===== config.mk =====
export PLATFORM = sky130hd
export DESIGN_NAME = bin_a_bcd_flat
export DESIGN_NICKNAME = d
export VERILOG_FILES = /design/src/rtl/bin_a_bcd_if.sv /design/src/rtl/bin_a_bcd.sv /design/src/flat_wrapper.sv
export SDC_FILE = /design/constraint.sdc
export NUM_CORES = 1
export LEC_CHECK = 0
export ABC_AREA = 1
export CAP_MARGIN = 20
export CORE_ASPECT_RATIO = 1.5
export CORE_UTILIZATION = 56
export CTS_BUF_LIST = sky130_fd_sc_hd__clkbuf_8
export DETAILED_ROUTE_END_ITERATION = 16
export PLACE_DENSITY = 0.78
export SETUP_SLACK_MARGIN = 0.02
export SKIP_LAST_GASP = 1
export SYNTH_ARGS = -nofsm -noshare
export SYNTH_HDL_FRONTEND = slang
export SYNTH_SLANG_ARGS = --single-unit

===== constraint.sdc =====
create_clock -name clk -period 1.9 [get_ports clk]
set_input_delay 0.38 -clock clk [delete_from_list [all_inputs] [get_ports clk]]
set_output_delay 0.38 -clock clk [all_outputs]
set_load 0.02 [all_outputs]

===== src/rtl/bin_a_bcd_if.sv =====
// Start/done handshake and data bus between a producer (e.g. raiz) and bin_a_bcd.
// The master drives the start request and value; the slave returns the result.
interface bin_a_bcd_if #(
   parameter int unsigned ANCHO   = 16,
   parameter int unsigned DIGITOS = 5
);
   logic                   iniciar;
   logic [ANCHO-1:0]       binario;
   logic [4*DIGITOS-1:0]   bcd;
   logic                   terminado;
   logic                   ocupado;

   modport master (
      output iniciar,
      output binario,
      input  bcd,
      input  terminado,
      input  ocupado
   );

   modport slave (
      input  iniciar,
      input  binario,
      output bcd,
      output terminado,
      output ocupado
   );
endinterface


===== src/rtl/bin_a_bcd.sv =====
// Sequential binary-to-BCD converter (shift-and-add-3), one shift per clock.
// All outputs are registered; a conversion takes ANCHO cycles after acceptance.
module bin_a_bcd #(
   parameter int unsigned ANCHO   = 16,
   parameter int unsigned DIGITOS = 5
) (
   input logic          clk,
   input logic          rst_n,
   bin_a_bcd_if.slave   bus
);
   localparam int unsigned AnchoBcd = 4 * DIGITOS;
   localparam int unsigned AnchoReg = AnchoBcd + ANCHO;
   localparam int unsigned AnchoCnt = $clog2(ANCHO + 1);

   typedef enum logic [0:0] {StReposo, StConvertir} estado_t;

   estado_t               estado;
   logic [AnchoReg-1:0]   desp;
   logic [AnchoCnt-1:0]   cnt;
   logic [AnchoReg-1:0]   ajustado;
   logic [AnchoReg-1:0]   desplazado;

   // Nibble-local +3 correction on the BCD part, then a 1-bit left shift.
   always_comb begin
      ajustado = desp;
      for (int i = 0; i < int'(DIGITOS); i++) begin
         if (desp[ANCHO + 4*i +: 4] >= 4'd5) begin
            ajustado[ANCHO + 4*i +: 4] = desp[ANCHO + 4*i +: 4] + 4'd3;
         end
      end
      desplazado = {ajustado[AnchoReg-2:0], 1'b0};
   end

   always_ff @(posedge clk) begin
      if (!rst_n) begin
         estado        <= StReposo;
         desp          <= '0;
         cnt           <= '0;
         bus.bcd       <= '0;
         bus.terminado <= 1'b0;
         bus.ocupado   <= 1'b0;
      end else begin
         unique case (estado)
            StReposo: begin
               bus.terminado <= 1'b0;
               if (bus.iniciar) begin
                  desp        <= {{AnchoBcd{1'b0}}, bus.binario};
                  cnt         <= '0;
                  bus.ocupado <= 1'b1;
                  estado      <= StConvertir;
               end
            end
            StConvertir: begin
               desp <= desplazado;
               cnt  <= cnt + 1'b1;
               if (cnt == AnchoCnt'(ANCHO - 1)) begin
                  bus.bcd       <= desplazado[AnchoReg-1 -: AnchoBcd];
                  bus.terminado <= 1'b1;
                  bus.ocupado   <= 1'b0;
                  estado        <= StReposo;
               end
            end
            default: estado <= StReposo;
         endcase
      end
   end
endmodule


===== src/flat_wrapper.sv =====
// flat-port wrapper written by rule: the top's interface ports become plain ports
module bin_a_bcd_flat 
#(
   parameter int unsigned ANCHO   = 16,
   parameter int unsigned DIGITOS = 5
)
  (clk, rst_n, bus_iniciar, bus_binario, bus_bcd, bus_terminado, bus_ocupado);
  bin_a_bcd_if #(.ANCHO(ANCHO), .DIGITOS(DIGITOS)) bus_i ();
  input logic clk;
  input logic rst_n;
  input wire logic [$bits(bus_i.iniciar)-1:0] bus_iniciar;
  input wire logic [$bits(bus_i.binario)-1:0] bus_binario;
  output wire logic [$bits(bus_i.bcd)-1:0] bus_bcd;
  output wire logic [$bits(bus_i.terminado)-1:0] bus_terminado;
  output wire logic [$bits(bus_i.ocupado)-1:0] bus_ocupado;
  assign bus_i.iniciar = bus_iniciar;
  assign bus_i.binario = bus_binario;
  assign bus_bcd = bus_i.bcd;
  assign bus_terminado = bus_i.terminado;
  assign bus_ocupado = bus_i.ocupado;
  bin_a_bcd #(.ANCHO(ANCHO), .DIGITOS(DIGITOS)) u_core (.clk(clk), .rst_n(rst_n), .bus(bus_i));
endmodule

# ---- Word-level counts from Yosys, hierarchy flattened
# Index checks and enable logic that the tools add are counted.
dict set report classes {
  n_addsub 6
  mul 0
  div_mod_pow 0
  order_cmp 5
  eq_ne 3
  n_shift 0
  n_mux 17
  bitwise_logic 1
  reduce_logical 2
}
# operator n
set op_table {}
lappend op_table {{$pmux 36 s2} 1}
lappend op_table {{$mux 36} 1}
lappend op_table {{$ge 4x3->1 const B} 5}
lappend op_table {{$add 4x2->4 const B} 4}
lappend op_table {{$mux 4} 4}
lappend op_table {{$pmux 5 s2} 1}
lappend op_table {{$pmux 1 s2} 3}
lappend op_table {{$add 5x1->5 const B} 1}
lappend op_table {{$eq 5x4->1 const B} 1}
lappend op_table {{$mux 1} 5}
lappend op_table {{$mux 5} 1}
lappend op_table {{$ne 2x2->1 const B} 2}
lappend op_table {{$reduce_and 2->1} 2}
lappend op_table {{$add 3x2->3 const B} 1}
lappend op_table {{$mux 3} 1}
lappend op_table {{$not 1->1} 1}
dict set report totals {
  ff_bits 64
  latchBits 0
  ramBits 0
  rom_bits 0
  inputBits 19
  output_inout_bits 22
  wordCells 40
  memories 0
}

# ---- Longest topological paths before layout
dict set report depth {
  ltp_word 3
  depth_mapped 10
  ltp_nobuf 9
}

# ---- Worst setup path before layout
# No wires, ideal clock.
dict set report synth_path {
  kind {flip-flop to flip-flop}
  startpoint {register u_core.cnt[0]}
  endpoint {register u_core.bus.bcd[16]}
  setup_time_ns 0.113
  t_arrival_ns 1.311
  t_required_ns 1.787
  slack_ns 0.476
  path_stages_with_launch 11
  path_buffers 1
  period_less_slack_ns 1.424
  path_cell_list {dfxtp_1 ha_1 nand2_1 nor2_1 ha_1 nand2_2 nand2_2 inv_2 buf_2 nand2_1 nand2_1}
}
dict set report synth_via {
  elab_chain_cells 2
}
# item line
set synth_rtl {}
lappend synth_rtl {{start: declaration} bin_a_bcd.sv:19} ;# logic [AnchoCnt-1:0] cnt;
lappend synth_rtl {{start signal: assignment} bin_a_bcd.sv:55} ;# cnt <= cnt + 1'b1;
lappend synth_rtl {{$eq 5x4->1} bin_a_bcd.sv:56} ;# if (cnt == AnchoCnt'(ANCHO - 1)) begin
lappend synth_rtl {{$reduce_and 2->1 (no source line)} -}
lappend synth_rtl {{end signal: assignment} bin_a_bcd.sv:57} ;# bus.bcd <= desplazado[AnchoReg-1 -: AnchoBcd];
lappend synth_rtl {{end: declaration} bin_a_bcd_if.sv:24} ;# output bcd,
# Every way passes these cells.
# A chain may end at the register's enable or synchronous reset.

# ---- Worst setup path after layout
dict set report layout_path {
  startpoint {register u_core.bus.bcd[0]}
  endpoint {output bus_bcd[0]}
}
# item line
set layout_rtl {}
lappend layout_rtl {{end: declaration} flat_wrapper.sv:13} ;# output wire logic [$bits(bus_i.bcd)-1:0] bus_bcd;
# No word-level cell between the ends.

==> flow_summary.html <==
<table>
<tr><th>Metric</th><th>Value</th></tr>
<tr><th colspan="2">STA</th></tr>
<tr><td>Slew Viols, Final</td><td>0</td></tr>
<tr><td>Relative slew slack</td><td>between 60% and 70%</td></tr>
<tr><td>Setup repair after global routing missed its margin</td><td>false</td></tr>
<tr><td>Final clock period utilization by the worst path</td><td>88.9%</td></tr>
<tr><td>Final TNS setup</td><td>0 ns</td></tr>
<tr><td>Transition at the pin with the smallest max-transition slack</td><td>0.491 ns</td></tr>
<tr><td>Max Clock Freq</td><td>0.592 GHz</td></tr>
<tr><td>Number of endpoints failing setup at the final stage</td><td>0</td></tr>
<tr><td>Final critical-path required period</td><td>1.69 ns</td></tr>
<tr><td>Clock skew</td><td>0.00480 ns</td></tr>
<tr><td>Final hold violations</td><td>0</td></tr>
<tr><th colspan="2">Clock tree</th></tr>
<tr><td>Clock Tree Root</td><td>sky130_fd_sc_hd__clkbuf_8</td></tr>
<tr><td>TritonCTS Buffers</td><td>9</td></tr>
<tr><td>Clock latency at the later pin of the worst-skew pair</td><td>0.33 ns</td></tr>
<tr><td>Post-CTS setup buffer count</td><td>0</td></tr>
<tr><td>Maximum buffer depth of the clock tree</td><td>2</td></tr>
<tr><td>Cts-stage hold buffer count</td><td>0</td></tr>
<tr><td>CTS tree</td><td>built</td></tr>
<tr><td>Gates resized, CTS repair</td><td>0</td></tr>
<tr><td>H-tree depth</td><td>3</td></tr>
<tr><td>Clock sink count</td><td>64</td></tr>
<tr><td>Clk pin slew, worst setup/hold paths</td><td>0.07 ns</td></tr>
<tr><th colspan="2">Synthesis</th></tr>
<tr><td>Top flip-flop cell by instance count after synthesis</td><td>sky130_fd_sc_hd__dfxtp_1</td></tr>
<tr><td>Total standard cell area after synthesis</td><td>0.00295 mm²</td></tr>
<tr><td>#FFs+latches synth</td><td>64</td></tr>
<tr><td>Library cells used by synthesis</td><td>30</td></tr>
<tr><td>Post-synth ARST share</td><td>0%</td></tr>
<tr><td>Mean instance size in the synthesized netlist</td><td>approximately 7.4 µm²</td></tr>
<tr><td>Post-synthesis instance total</td><td>397</td></tr>
<tr><td>Number of enable-type register cells in the synthesized netlist</td><td>0</td></tr>
<tr><td>Net count of the mapped netlist</td><td>between 400 and 500</td></tr>
<tr><td>Number of warnings printed during yosys synthesis</td><td>0</td></tr>
<tr><td>Sequential-to-total area share from yosys stat</td><td>a little over two fifths</td></tr>
<tr><th colspan="2">Global route</th></tr>
<tr><td>Vias in the first global route</td><td>2458</td></tr>
<tr><td>Global-route wire length before repair</td><td>between 10000 and 15000 µm</td></tr>
<tr><td>Global-route usage over all layers</td><td>23.8%</td></tr>
<tr><td>Maximum number of pins on one net before global-route repair</td><td>21</td></tr>
<tr><td>Global route overflow</td><td>0</td></tr>
<tr><td>Number of antenna violations at the first check in global routing</td><td>0</td></tr>
<tr><th colspan="2">Pwr</th></tr>
<tr><td>Max rail drop VDD</td><td>around 0.48 mV</td></tr>
<tr><td>Overall power</td><td>2.62 mW</td></tr>
<tr><td>Power Dens Cells</td><td>729 mW/mm²</td></tr>
<tr><td>Leak pwr</td><td>1.72 nW</td></tr>
<tr><th colspan="2">Die</th></tr>
<tr><td>Overall die width</td><td>around 61 µm</td></tr>
<tr><td>Placement Rows</td><td>32</td></tr>
<tr><td>Core footprint</td><td>just over 0.005 mm²</td></tr>
<tr><td>Vertical die dimension</td><td>90.9 µm</td></tr>
<tr><td>Effective utilization at floorplan</td><td>57.6%</td></tr>
<tr><td>Boundary Pins</td><td>41</td></tr>
<tr><td>Die outline area</td><td>about 0.0056 mm²</td></tr>
<tr><th colspan="2">Worst setup path</th></tr>
<tr><td>Largest driver fanout on the critical path</td><td>2</td></tr>
<tr><td>Critical path class</td><td>register to output port</td></tr>
<tr><td>Worst-path cell chain</td><td>clkdlybuf4s50_1</td></tr>
<tr><td>Delay-heaviest family, CP</td><td>buffers and inverters</td></tr>
<tr><td>Data arrival time of the critical path</td><td>1.31 ns</td></tr>
<tr><td>WP data required</td><td>1.52 ns</td></tr>
<tr><td>Slowest-stage cell, CP</td><td>sky130_fd_sc_hd__clkdlybuf4s50_1</td></tr>
<tr><td>Buffers and inverters on the worst path</td><td>1</td></tr>
<tr><td>Sort of element at the end of the critical path</td><td>output port</td></tr>
<tr><td>Critical Path Start Type</td><td>register</td></tr>
<tr><td>Worst path max stage delay</td><td>between 0.6 and 0.7 ns</td></tr>
<tr><th colspan="2">Routing</th></tr>
<tr><td>Length of routed met2 wiring</td><td>around 3100 µm</td></tr>
<tr><td>Iteration-0 DRC count of the detailed router</td><td>112</td></tr>
<tr><td>Remaining routing DRC violations</td><td>0</td></tr>
<tr><td>Via density per instance</td><td>5.12</td></tr>
<tr><td>Via count</td><td>2650</td></tr>
<tr><td>Wire length the detailed router placed on met1</td><td>2420 µm</td></tr>
<tr><td>Routed wire per std cell</td><td>11.4 µm</td></tr>
<tr><td>Met3 WL post-DR</td><td>237 µm</td></tr>
<tr><td>Count of antenna-violating nets left after detailed routing</td><td>0</td></tr>
<tr><td>Pre-Repair DR Iteration Count</td><td>4</td></tr>
<tr><td>Top routing layer in use</td><td>met4</td></tr>
<tr><td>Final routed wirelength across all metal layers</td><td>5910 µm</td></tr>
<tr><th colspan="2">Status</th></tr>
<tr><td>Run status</td><td>finished clean</td></tr>
<tr><th colspan="2">Min path</th></tr>
<tr><td>Hold WC Path Type</td><td>register to register</td></tr>
<tr><th colspan="2">Layout</th></tr>
<tr><td>Fraction of final layout cells with drive strength greater than 1</td><td>10.0%</td></tr>
<tr><td>Post-layout nets</td><td>476</td></tr>
<tr><td># diodes</td><td>0</td></tr>
<tr><td>Filler Cell Count</td><td>approximately 480</td></tr>
<tr><td>Area overhead of the layout relative to synthesis</td><td>21.6%</td></tr>
<tr><th colspan="2">Placement</th></tr>
<tr><td>Total half-perimeter wirelength after legalization and detailed placement</td><td>4360 µm</td></tr>
<tr><td>Global placement routability congestion</td><td>0.857</td></tr>
<tr><td>Port-buffer cells</td><td>40</td></tr>
<tr><th colspan="2">Flow run</th></tr>
<tr><td>Max-cap violation count</td><td>0</td></tr>
</table>
sequential cells by signal, summed over array words and instances (netlist names):
register	flops
u_core.estado	1
u_core.bus.bcd	20
u_core.desp	36
u_core.bus.ocupado	1
u_core.bus.terminado	1
u_core.cnt	5
worst register-to-register path, stage by stage (launching register included):
cell                      delay, ns
sky130_fd_sc_hd__dfxtp_1       0.38
sky130_fd_sc_hd__ha_1          0.18
sky130_fd_sc_hd__nand2_1       0.08
sky130_fd_sc_hd__nor2_1        0.11
sky130_fd_sc_hd__ha_1          0.29
sky130_fd_sc_hd__nand2_2       0.08
sky130_fd_sc_hd__nand2_2       0.10
sky130_fd_sc_hd__inv_2         0.16
sky130_fd_sc_hd__nand2_1       0.10
sky130_fd_sc_hd__o21ai_0       0.07
cell type report:
class / instances / area [µm²] / share of cell area (%)
multi-input cells: 278 / 1410 / 39.2
flip-flops and latches: 64 / 1280 / 35.7
repair buffers: 48 / 460 / 12.8
inverters: 44 / 173 / 4.81
clock buffers: 12 / 165 / 4.60
well taps: 68 / 85.1 / 2.37
clock inverters: 4 / 18.8 / 0.523
per-layer routing:
layer | vias up | global-route usage (%)
met1 | 1200 | 25.8
li1 | 1374 | -
met3 | 11 | 5.13
met4 | 0 | 9.28
met5 | - | 0
met2 | 65 | 42.6
cell families after synthesis:
kind of cell             after synthesis  synth area share (%)
AND/OR/NAND/NOR                      233                  36.1
AO/OA/AOI/OAI                         33                  6.44
flip-flops                            64                  43.4
adder cells (fa/ha/maj)               12                  5.08
buffers and inverters                 55                  8.94
worst paths after layout:
kind / start / endpoint / slack [ns] / depth (start not counted)
max: u_core.bus.bcd[0]$_SDFFE_PN0P_ / bus_bcd[0] / 0.21 / 1
min: u_core.bus.bcd[10]$_SDFFE_PN0P_ / u_core.bus.bcd[10]$_SDFFE_PN0P_ / 0.45 / 2
min reg2reg: u_core.bus.bcd[10]$_SDFFE_PN0P_ / u_core.bus.bcd[10]$_SDFFE_PN0P_ / 0.45 / 2
max reg2reg: u_core.cnt[0]$_SDFFE_PN0P_ / u_core.bus.bcd[3]$_SDFFE_PN0P_ / 0.24 / 9
Yosys cell counts, types with 2 or more instances:
cell type | n | area (µm²)
sky130_fd_sc_hd__nand2_4 | 3 | 33.8
sky130_fd_sc_hd__buf_6 | 2 | 22.5
sky130_fd_sc_hd__a22oi_1 | 2 | 15.0
sky130_fd_sc_hd__buf_4 | 4 | 30.0
sky130_fd_sc_hd__o21ai_1 | 5 | 25.0
sky130_fd_sc_hd__a31oi_1 | 2 | 12.5
sky130_fd_sc_hd__nand4_1 | 11 | 68.8
sky130_fd_sc_hd__nor2_1 | 14 | 52.6
sky130_fd_sc_hd__nand3_2 | 10 | 100
sky130_fd_sc_hd__o21ai_0 | 12 | 60.1
sky130_fd_sc_hd__a21oi_1 | 2 | 10.0
sky130_fd_sc_hd__dfxtp_1 | 64 | 1280
sky130_fd_sc_hd__buf_2 | 3 | 15.0
sky130_fd_sc_hd__inv_2 | 2 | 7.51
sky130_fd_sc_hd__o22ai_1 | 7 | 43.8
sky130_fd_sc_hd__nand2_1 | 151 | 567
sky130_fd_sc_hd__nand2_2 | 2 | 12.5
sky130_fd_sc_hd__ha_1 | 12 | 150
sky130_fd_sc_hd__nand3_1 | 39 | 195
sky130_fd_sc_hd__inv_1 | 40 | 150
placed cells by master, fill, tap and decap left out, drive strengths merged:
cell type / count
a31oi: 2
a22o: 1
nand2: 156
nor2: 16
buf: 8
o211ai: 1
o21a: 1
clkinv: 4
clkdlybuf4s50: 40
o21ai: 17
a22oi: 2
ha: 12
nand4: 11
inv: 44
clkbuf: 12
or2: 1
a21oi: 2
nand3: 49
o22ai: 7
dfxtp: 64
power breakdown:
| group | switching [mW] | internal, mW |
|---|---|---|
| Combinational | 0.0960 | 0.0815 |
| Clock | 0.483 | 0.569 |
| Sequential | 0.0198 | 1.37 |
| Total | 0.599 | 2.02 |
metrics by stage:
stage	hold slack, ns	utilization [%]	instance area, µm²	worst slack (ns)	cells
floorplan	0.426	-	2950	0.476	397
global placement	0.438	66.5	3410	0.206	502
detailed placement	0.438	66.5	3410	0.164	502
CTS	0.454	70.1	3590	0.180	518
global route	0.469	70.1	3590	0.0957	518
finish	0.452	70.1	3590	0.211	518
No activity file was read; power rests on OpenSTA's default activity.
